$ cat src/rtl/hilo_md_unit_pkg.sv
// Shared op codes and divider FSM encodings for the HI/LO multiply/divide unit.
package hilo_md_pkg;

    localparam logic [3:0] OP_NOP   = 4'h0;
    localparam logic [3:0] OP_MULT  = 4'h1;
    localparam logic [3:0] OP_MULTU = 4'h2;
    localparam logic [3:0] OP_DIV   = 4'h3;
    localparam logic [3:0] OP_DIVU  = 4'h4;
    localparam logic [3:0] OP_MTHI  = 4'h5;
    localparam logic [3:0] OP_MTLO  = 4'h6;
    localparam logic [3:0] OP_MADD  = 4'h7;
    localparam logic [3:0] OP_MADDU = 4'h8;
    localparam logic [3:0] OP_MSUB  = 4'h9;
    localparam logic [3:0] OP_MSUBU = 4'hA;

    typedef enum logic [1:0] {
        ST_IDLE = 2'd0,
        ST_DIV  = 2'd1,
        ST_FIX  = 2'd2
    } div_state_e;

    // Signed variants sign-extend operands; everything else is treated as unsigned.
    function automatic logic op_is_signed(input logic [3:0] op);
        return (op == OP_MULT) || (op == OP_DIV) || (op == OP_MADD) || (op == OP_MSUB);
    endfunction

endpackage

$ cat src/rtl/hilo_md_unit_if.sv
// Issue/result bundle between the EX stage (master) and the HI/LO unit (slave).
interface hilo_md_unit_if #(parameter int DATA_W = 32);

    logic              valid;
    logic [3:0]        op;
    logic [DATA_W-1:0] src_a;
    logic [DATA_W-1:0] src_b;
    logic              cancel;
    logic              busy;
    logic              done;
    logic [DATA_W-1:0] hi_out;
    logic [DATA_W-1:0] lo_out;

    modport master (
        output valid, op, src_a, src_b, cancel,
        input  busy, done, hi_out, lo_out
    );

    modport slave (
        input  valid, op, src_a, src_b, cancel,
        output busy, done, hi_out, lo_out
    );

endinterface

$ cat src/rtl/hilo_md_unit_div_iter.sv
// Restoring radix-2 divider on unsigned magnitudes: one quotient bit per step.
module div_iter #(
    parameter int DATA_W = 32
) (
    input  logic              clk,
    input  logic              resetn,
    input  logic              start_i,
    input  logic              step_i,
    input  logic              abort_i,
    input  logic [DATA_W-1:0] dividend_i,
    input  logic [DATA_W-1:0] divisor_i,
    output logic [DATA_W-1:0] quot_o,
    output logic [DATA_W-1:0] rem_o,
    output logic              last_o
);

    localparam int CW = (DATA_W > 1) ? $clog2(DATA_W) : 1;

    logic [DATA_W-1:0] rem_q, rem_d;
    logic [DATA_W-1:0] quot_q, quot_d;
    logic [DATA_W-1:0] dvs_q, dvs_d;
    logic [CW-1:0]     cnt_q, cnt_d;
    logic [DATA_W:0]   rem_shift;
    logic [DATA_W:0]   diff;

    // The quotient register doubles as the dividend shifter: its MSB feeds the remainder.
    assign rem_shift = {rem_q, quot_q[DATA_W-1]};
    assign diff      = rem_shift - {1'b0, dvs_q};
    assign last_o    = step_i && (cnt_q == CW'(DATA_W - 1));
    assign quot_o    = quot_q;
    assign rem_o     = rem_q;

    always_comb begin
        rem_d  = rem_q;
        quot_d = quot_q;
        dvs_d  = dvs_q;
        cnt_d  = cnt_q;
        if (start_i) begin
            rem_d  = '0;
            quot_d = dividend_i;
            dvs_d  = divisor_i;
            cnt_d  = '0;
        end else if (abort_i) begin
            cnt_d = '0;
        end else if (step_i) begin
            if (!diff[DATA_W]) begin
                rem_d  = diff[DATA_W-1:0];
                quot_d = {quot_q[DATA_W-2:0], 1'b1};
            end else begin
                rem_d  = rem_shift[DATA_W-1:0];
                quot_d = {quot_q[DATA_W-2:0], 1'b0};
            end
            cnt_d = last_o ? '0 : cnt_q + 1'b1;
        end
    end

    always_ff @(posedge clk or negedge resetn) begin
        if (!resetn) begin
            rem_q  <= '0;
            quot_q <= '0;
            dvs_q  <= '0;
            cnt_q  <= '0;
        end else begin
            rem_q  <= rem_d;
            quot_q <= quot_d;
            dvs_q  <= dvs_d;
            cnt_q  <= cnt_d;
        end
    end

endmodule

$ cat src/rtl/hilo_md_unit.sv
// HI/LO registers with single-cycle multiply/accumulate and a multi-cycle signed/unsigned divider.
module hilo_md_unit
    import hilo_md_pkg::*;
#(
    parameter int DATA_W  = 32,
    parameter bit MACC_EN = 1'b1
) (
    input  logic           clk,
    input  logic           resetn,
    hilo_md_unit_if.slave  bus
);

    localparam int PW = 2 * DATA_W;

    div_state_e        state_q, state_d;
    logic [DATA_W-1:0] hi_q, hi_d, lo_q, lo_d;
    logic              done_q, done_d;
    logic              qneg_q, qneg_d, rneg_q, rneg_d;

    logic              accept, is_signed;
    logic              div_start, div_step, div_abort, div_last;
    logic [DATA_W-1:0] mag_a, mag_b, quot, rem;
    logic [PW-1:0]     ext_a, ext_b, prod, acc;

    assign accept    = bus.valid && !bus.cancel && (state_q == ST_IDLE);
    assign is_signed = op_is_signed(bus.op);

    // Extending to the full product width lets one truncated multiply serve both signednesses.
    assign ext_a = is_signed ? {{DATA_W{bus.src_a[DATA_W-1]}}, bus.src_a} : {{DATA_W{1'b0}}, bus.src_a};
    assign ext_b = is_signed ? {{DATA_W{bus.src_b[DATA_W-1]}}, bus.src_b} : {{DATA_W{1'b0}}, bus.src_b};
    assign prod  = ext_a * ext_b;
    assign acc   = {hi_q, lo_q};

    assign mag_a = (is_signed && bus.src_a[DATA_W-1]) ? -bus.src_a : bus.src_a;
    assign mag_b = (is_signed && bus.src_b[DATA_W-1]) ? -bus.src_b : bus.src_b;

    div_iter #(.DATA_W(DATA_W)) u_div (
        .clk        (clk),
        .resetn     (resetn),
        .start_i    (div_start),
        .step_i     (div_step),
        .abort_i    (div_abort),
        .dividend_i (mag_a),
        .divisor_i  (mag_b),
        .quot_o     (quot),
        .rem_o      (rem),
        .last_o     (div_last)
    );

    always_comb begin
        state_d   = state_q;
        hi_d      = hi_q;
        lo_d      = lo_q;
        done_d    = 1'b0;
        qneg_d    = qneg_q;
        rneg_d    = rneg_q;
        div_start = 1'b0;
        div_step  = 1'b0;
        div_abort = 1'b0;
        unique case (state_q)
            ST_IDLE: begin
                if (accept) begin
                    case (bus.op)
                        OP_MULT, OP_MULTU: begin
                            {hi_d, lo_d} = prod;
                            done_d       = 1'b1;
                        end
                        OP_MTHI: begin
                            hi_d   = bus.src_a;
                            done_d = 1'b1;
                        end
                        OP_MTLO: begin
                            lo_d   = bus.src_a;
                            done_d = 1'b1;
                        end
                        OP_MADD, OP_MADDU: begin
                            if (MACC_EN) begin
                                {hi_d, lo_d} = acc + prod;
                                done_d       = 1'b1;
                            end
                        end
                        OP_MSUB, OP_MSUBU: begin
                            if (MACC_EN) begin
                                {hi_d, lo_d} = acc - prod;
                                done_d       = 1'b1;
                            end
                        end
                        OP_DIV, OP_DIVU: begin
                            state_d   = ST_DIV;
                            div_start = 1'b1;
                            // A zero divisor keeps the raw all-ones quotient regardless of signs.
                            qneg_d    = is_signed && (bus.src_a[DATA_W-1] ^ bus.src_b[DATA_W-1])
                                        && (|bus.src_b);
                            rneg_d    = is_signed && bus.src_a[DATA_W-1];
                        end
                        default: ;
                    endcase
                end
            end
            ST_DIV: begin
                if (bus.cancel) begin
                    state_d   = ST_IDLE;
                    div_abort = 1'b1;
                end else begin
                    div_step = 1'b1;
                    if (div_last) state_d = ST_FIX;
                end
            end
            ST_FIX: begin
                state_d = ST_IDLE;
                if (bus.cancel) begin
                    div_abort = 1'b1;
                end else begin
                    lo_d   = qneg_q ? -quot : quot;
                    hi_d   = rneg_q ? -rem : rem;
                    done_d = 1'b1;
                end
            end
            default: state_d = ST_IDLE;
        endcase
    end

    always_ff @(posedge clk or negedge resetn) begin
        if (!resetn) begin
            state_q <= ST_IDLE;
            hi_q    <= '0;
            lo_q    <= '0;
            done_q  <= 1'b0;
            qneg_q  <= 1'b0;
            rneg_q  <= 1'b0;
        end else begin
            state_q <= state_d;
            hi_q    <= hi_d;
            lo_q    <= lo_d;
            done_q  <= done_d;
            qneg_q  <= qneg_d;
            rneg_q  <= rneg_d;
        end
    end

    assign bus.busy   = (state_q != ST_IDLE);
    assign bus.done   = done_q;
    assign bus.hi_out = hi_q;
    assign bus.lo_out = lo_q;

`ifdef HILO_MD_ASSERT_ON
    // Issuing while busy is a pipeline bug: the op is silently dropped.
    a_no_issue_while_busy: assert property (@(posedge clk) disable iff (!resetn)
        !(bus.valid && bus.busy))
        else $error("hilo_md_unit: op issued while busy");
`endif

endmodule

$ cat src/flat_wrapper.sv
// flat-port wrapper written by rule: the top's interface ports become plain ports
module hilo_md_unit_flat import hilo_md_pkg::*;
#(
    parameter int DATA_W  = 32,
    parameter bit MACC_EN = 1'b1
)
  (clk, resetn, bus_valid, bus_op, bus_src_a, bus_src_b, bus_cancel, bus_busy, bus_done, bus_hi_out, bus_lo_out);
  hilo_md_unit_if #(.DATA_W(DATA_W)) bus_i ();
  input  logic clk;
  input  logic resetn;
  input wire logic [$bits(bus_i.valid)-1:0] bus_valid;
  input wire logic [$bits(bus_i.op)-1:0] bus_op;
  input wire logic [$bits(bus_i.src_a)-1:0] bus_src_a;
  input wire logic [$bits(bus_i.src_b)-1:0] bus_src_b;
  input wire logic [$bits(bus_i.cancel)-1:0] bus_cancel;
  output wire logic [$bits(bus_i.busy)-1:0] bus_busy;
  output wire logic [$bits(bus_i.done)-1:0] bus_done;
  output wire logic [$bits(bus_i.hi_out)-1:0] bus_hi_out;
  output wire logic [$bits(bus_i.lo_out)-1:0] bus_lo_out;
  assign bus_i.valid = bus_valid;
  assign bus_i.op = bus_op;
  assign bus_i.src_a = bus_src_a;
  assign bus_i.src_b = bus_src_b;
  assign bus_i.cancel = bus_cancel;
  assign bus_busy = bus_i.busy;
  assign bus_done = bus_i.done;
  assign bus_hi_out = bus_i.hi_out;
  assign bus_lo_out = bus_i.lo_out;
  hilo_md_unit #(.DATA_W(DATA_W), .MACC_EN(MACC_EN)) u_core (.clk(clk), .resetn(resetn), .bus(bus_i));
endmodule
$ cat config.mk
export PLATFORM = sky130hd
export DESIGN_NAME = hilo_md_unit_flat
export DESIGN_NICKNAME = d
export VERILOG_FILES = /design/src/rtl/hilo_md_unit_pkg.sv /design/src/rtl/hilo_md_unit_if.sv /design/src/rtl/hilo_md_unit_div_iter.sv /design/src/rtl/hilo_md_unit.sv /design/src/flat_wrapper.sv
export SDC_FILE = /design/constraint.sdc
export NUM_CORES = 2
export LEC_CHECK = 0
export BUFFER_PORTS_ARGS = -buffer_cell sky130_fd_sc_hd__buf_2
export CELL_PAD_IN_SITES_DETAIL_PLACEMENT = 1
export CELL_PAD_IN_SITES_GLOBAL_PLACEMENT = 1
export CORE_UTILIZATION = 55
export CTS_CLUSTER_DIAMETER = 200
export DETAILED_ROUTE_END_ITERATION = 8
export HOLD_SLACK_MARGIN = 0.02
export PLACE_DENSITY_LB_ADDON = 0.1
export REMOVE_ABC_BUFFERS = 1
export SYNTH_ARGS = -nofsm -noshare
export SYNTH_HDL_FRONTEND = slang
export SYNTH_SLANG_ARGS = --single-unit
$ cat constraint.sdc
create_clock -name clk -period 11.05 [get_ports clk]
set_input_delay 1.105 -clock clk [delete_from_list [all_inputs] [get_ports clk]]
set_output_delay 1.105 -clock clk [all_outputs]
set_load 0.05 [all_outputs]
==> impl_metrics.csv, run 1 <==
group,metric,value,unit
synth,synth_async_sr_flop_share,100.0,%
synth,synth-edff-count,0,
synth,synth_commonest_cells,"1790 x inv_1, 1425 x fa_1, 1101 x nand2_1",
synth,yosysUniqueCellTypes,92,
synth,yosysMostFrequentCell,"inv_1",
synth,synth_cells,8136,
synth,yosys_warnings,0,
synth,synth_seq_cells,170,
placed_design,gp_congestion,1.030,
die,start_util,55.42,%
die,fp-row-count,129,
placed_design,place_hpwl,291000,um
placed_design,io_buffers,137,
synth,yosys-top-cells-area,"fa_1 42%, inv_1 9.8%, ha_1 8.7%, dfrtp_1 6.2%, nand2_1 6.0%",
outcome,lastStage,"detailed placement (3_5_place_dp)",
synth,yosysTopAreaCell,"fa_1",
synth,avgSynthCellArea,8.421,um2
die,ios,138,
outcome,status,"did not finish",
synth,synth_flop_cell,"dfrtp_1",
outcome,error,"[ERROR DPL-0033] detailed placement checks failed during check placement.",
die,die_h,355.0,um
die,die_w,355.0,um
synth,synth_top_area_share,41.64,%
synth,yosysSeqAreaShare,6.209,%
synth,syn-cell-area,68520,um2
-- kinds of logic after synthesis --
| family | count (synthesis) | synth area share (%) |
|---|---|---|
| AOI/OAI and AO/OA | 1346 | 12.71 |
| adders and majority gates | 1905 | 50.39 |
| DFF | 170 | 6.209 |
| muxes | 12 | 0.1790 |
| xor gates and xnor gates | 285 | 3.663 |
| and+or+nand+nor | 2157 | 14.43 |
| buffers and inverters | 2261 | 12.42 |
-- per-stage QoR --
| step | setup TNS, ps | worst slack, ps | std cells | hold slack (ps) | cell area (um2) |
|---|---|---|---|---|---|
| 2_1_floorplan | -32410 | -1975 | 7670 | 449.8 | 66740 |
| 3_3_place_gp | -34610 | -1455 | 10690 | 460.7 | 79440 |
==> inputs of run 2 (changes only) <==
--- a/config.mk
+++ b/config.mk
@@ -6,13 +6,9 @@
 export NUM_CORES = 2
 export LEC_CHECK = 0
 export BUFFER_PORTS_ARGS = -buffer_cell sky130_fd_sc_hd__buf_2
-export CELL_PAD_IN_SITES_DETAIL_PLACEMENT = 1
-export CELL_PAD_IN_SITES_GLOBAL_PLACEMENT = 1
-export CORE_UTILIZATION = 55
-export CTS_CLUSTER_DIAMETER = 200
+export CORE_UTILIZATION = 40
 export DETAILED_ROUTE_END_ITERATION = 8
-export HOLD_SLACK_MARGIN = 0.02
-export PLACE_DENSITY_LB_ADDON = 0.1
+export PLACE_DENSITY_LB_ADDON = 0.15
 export REMOVE_ABC_BUFFERS = 1
 export SYNTH_ARGS = -nofsm -noshare
 export SYNTH_HDL_FRONTEND = slang
==> impl_metrics.csv, run 2 <==
group,metric,value,unit
drt,route.detailed.drc,0,
placed_design,io_buffers,137,
cells_and_area,drive_gt1_share,22.25,%
synth,synth-edff-count,0,
critical_path,startpoint_type,"primary input",
synth,synth_commonest_cells,"1790 x inv_1, 1425 x fa_1, 1101 x nand2_1",
critical_path,cp_slowest_cell,"fa_2",
cts,cts-htree-levels,4,
cts,clk_latency,480,ps
synth,synth_top_area_share,41.64,%
timing,worstMarginPinSlew,977.5,ps
timing,tns,-3946,ps
die,fp-row-count,151,
worst_hold_path,hold_class,"reg -> reg",
timing,fin_ws,-441.0,ps
drt,drt_iter0_drc,4464,
synth,yosysUniqueCellTypes,92,
timing,relSlewSlack,34.23,%
synth,yosysMostFrequentCell,"inv_1",
critical_path,critPathKind,"in -> reg",
outcome,status,"finished, violations left",
drt,wl_per_cell,22.97,um
die,start_util,40.38,%
critical_path,cp-endpoint,"u_core.bus.hi_out[31]",
critical_path,critPathArrivalTime,11860,ps
cts,ctsHoldBuffers,0,
cts,cts_tree,"yes",
synth,avgSynthCellArea,8.421,um2
critical_path,r2r-end,"u_core.u_div.quot_o[0]",
die,die_w,415.9,um
job,maxCapViolations,0,
cts,cts_buffers,17,
drt,avgViaCountPerCell,5.282,
critical_path,cpMostUsedCell,"fa_1",
cells_and_area,nFillCells,16550,
global_routing,overflow,0,
global_routing,grt_max_degree,88,
die,ios,138,
cts,cts_root_buffer,"clkbuf_16",
synth,synth_flop_cell,"dfrtp_1",
global_routing,antenna_found_initial,12,
synth,yosysSeqAreaShare,6.209,%
timing,period_share,104.0,%
critical_path,startpoint,"bus_op[1]",
placed_design,place_hpwl,228100,um
timing,clock.fmax,0.08702,GHz
die,design.core.area,169700,um2
cts,clock-sinks,170,
cells_and_area,final_common_cell,"inv_1",
timing,hold_viol_final,0,
global_routing,grt_pass1_vias,62940,
cells_and_area,nets,11160,
timing,slew_viol_final,0,
critical_path,crit_fanout,7,
global_routing,grt_pass1_wl,396500,um
global_routing,grt.total_usage,30.46,%
cts,clk_path_buf_depth,2,
timing,fin_crit,11490,ps
cells_and_area,area_growth,23.81,%
critical_path,r2r_start,"u_core.u_div.quot_o[31]",
critical_path,max_stage_delay,610,ps
synth,yosys_warnings,0,
synth,synth_cells,8136,
cts,clk_pin_slew,80,ps
outcome,violations,"negative setup slack",
drt,ant_nets,0,
cells_and_area,mostFrequentLayoutCells,"1743 x inv_1, 1392 x fa_1, 1281 x buf_4, 1082 x nand2_1, 424 x ha_1",
synth,synth_async_sr_flop_share,100.0,%
timing,rsz0062_at_grt,"true",
timing,final-setup-viol-count,16,
synth,synth_seq_cells,170,
critical_path,endpoint_kind,"flop",
synth,syn-cell-area,68520,um2
drt,firstDrtPassIters,6,
synth,yosys-top-cells-area,"fa_1 42%, inv_1 9.8%, ha_1 8.7%, dfrtp_1 6.2%, nand2_1 6.0%",
drt,wl,262300,um
critical_path,reg2reg_depth,17,
die,die_h,415.9,um
synth,yosysTopAreaCell,"fa_1",
critical_path,r2r_setup_slack,6370,ps
critical_path,crit_required,11420,ps
placed_design,gp_congestion,0.9918,
drt,via_count,60310,
timing,fin_skew,17.99,ps
die,die-area,173000,um2
## run 2: cell counts after synthesis
No cell type changed its count.
## run 2: critical path, delay by kind of cell
kind            cells  cell delay, ps
compound gates     12            1860
xor+xnor            2             470
fa+ha+maj          12            5770
buf+inv            16            1710
simple gates        7             900
## run 2: worst min path at each step
stage	from	end	slack [ps]	cells after the start
2_1_floorplan	u_core.u_div.dvs_q[10]	u_core.u_div.dvs_q[10]	450	2
3_3_place_gp	u_core.u_div.dvs_q[21]	u_core.u_div.dvs_q[21]	460	2
3_5_place_dp	u_core.u_div.dvs_q[29]	u_core.u_div.dvs_q[29]	470	2
4_1_cts	u_core.u_div.dvs_q[29]	u_core.u_div.dvs_q[29]	490	2
5_1_grt	u_core.u_div.dvs_q[21]	u_core.u_div.dvs_q[21]	510	2
6_report	u_core.u_div.dvs_q[10]	u_core.u_div.dvs_q[10]	480	2
## run 2: final cells by class
class / instances / area, um2 / area share, %
clock inverter: 14 / 158.9 / 0.1873
tap: 2218 / 2775 / 3.271
inverter: 1795 / 6763 / 7.972
clock buffer: 18 / 429.2 / 0.5059
timing repair buffer: 1496 / 11870 / 13.99
multi-input combinational: 5705 / 58580 / 69.05
sequential: 170 / 4254 / 5.015
antenna: 2 / 5.005 / 0.005900
## run 2: stage by stage
step	instance area, um2	instances	util [%]	hold slack [ps]	worst slack (ps)
2_1_floorplan	66740	7670	-	449.8	-1975
3_3_place_gp	80390	11310	47.38	464.0	-1802
3_5_place_dp	80390	11310	47.38	469.9	-1728
4_1_cts	82680	11370	48.73	487.7	-458.9
5_1_grt	84830	11420	50.00	512.7	-797.7
6_report	84830	11420	50.00	481.6	-441.0
## run 2: timing repair
item                                    CTS  global route
pin swaps                               114           253
cloned                                    1             0
resized for setup                       338           423
endpoints found under the setup margin   36            41
buffers inserted                         32            58
## run 2: logic make-up (layout without fill, tap and decap cells)
family                   count (synthesis)  in the layout  share of synthesized area (%)
adder cells (fa/ha/maj)               1905           1905                          50.39
buffers and inverters                 2261           3323                          12.42
AO/OA/AOI/OAI                         1346           1346                          12.71
XOR/XNOR                               285            285                          3.663
flip-flops                             170            170                          6.209
AND/OR/NAND/NOR                       2157           2157                          14.43
multiplexers                            12             12                         0.1790
other                                    0              2                              0
## run 2: per-layer routing
metal,GRT usage (%),wire length (um),vias to the layer above
met2,48.55,118800,1801
met1,44.35,121300,30990
li1,-,-,27300
met3,3.970,16720,214
met5,0,0,-
met4,5.791,5446,0
Power of run 2 is left out: the tool's default activity adds up to more than one toggle a clock period on the data nets, which glitch-free logic cannot reach.
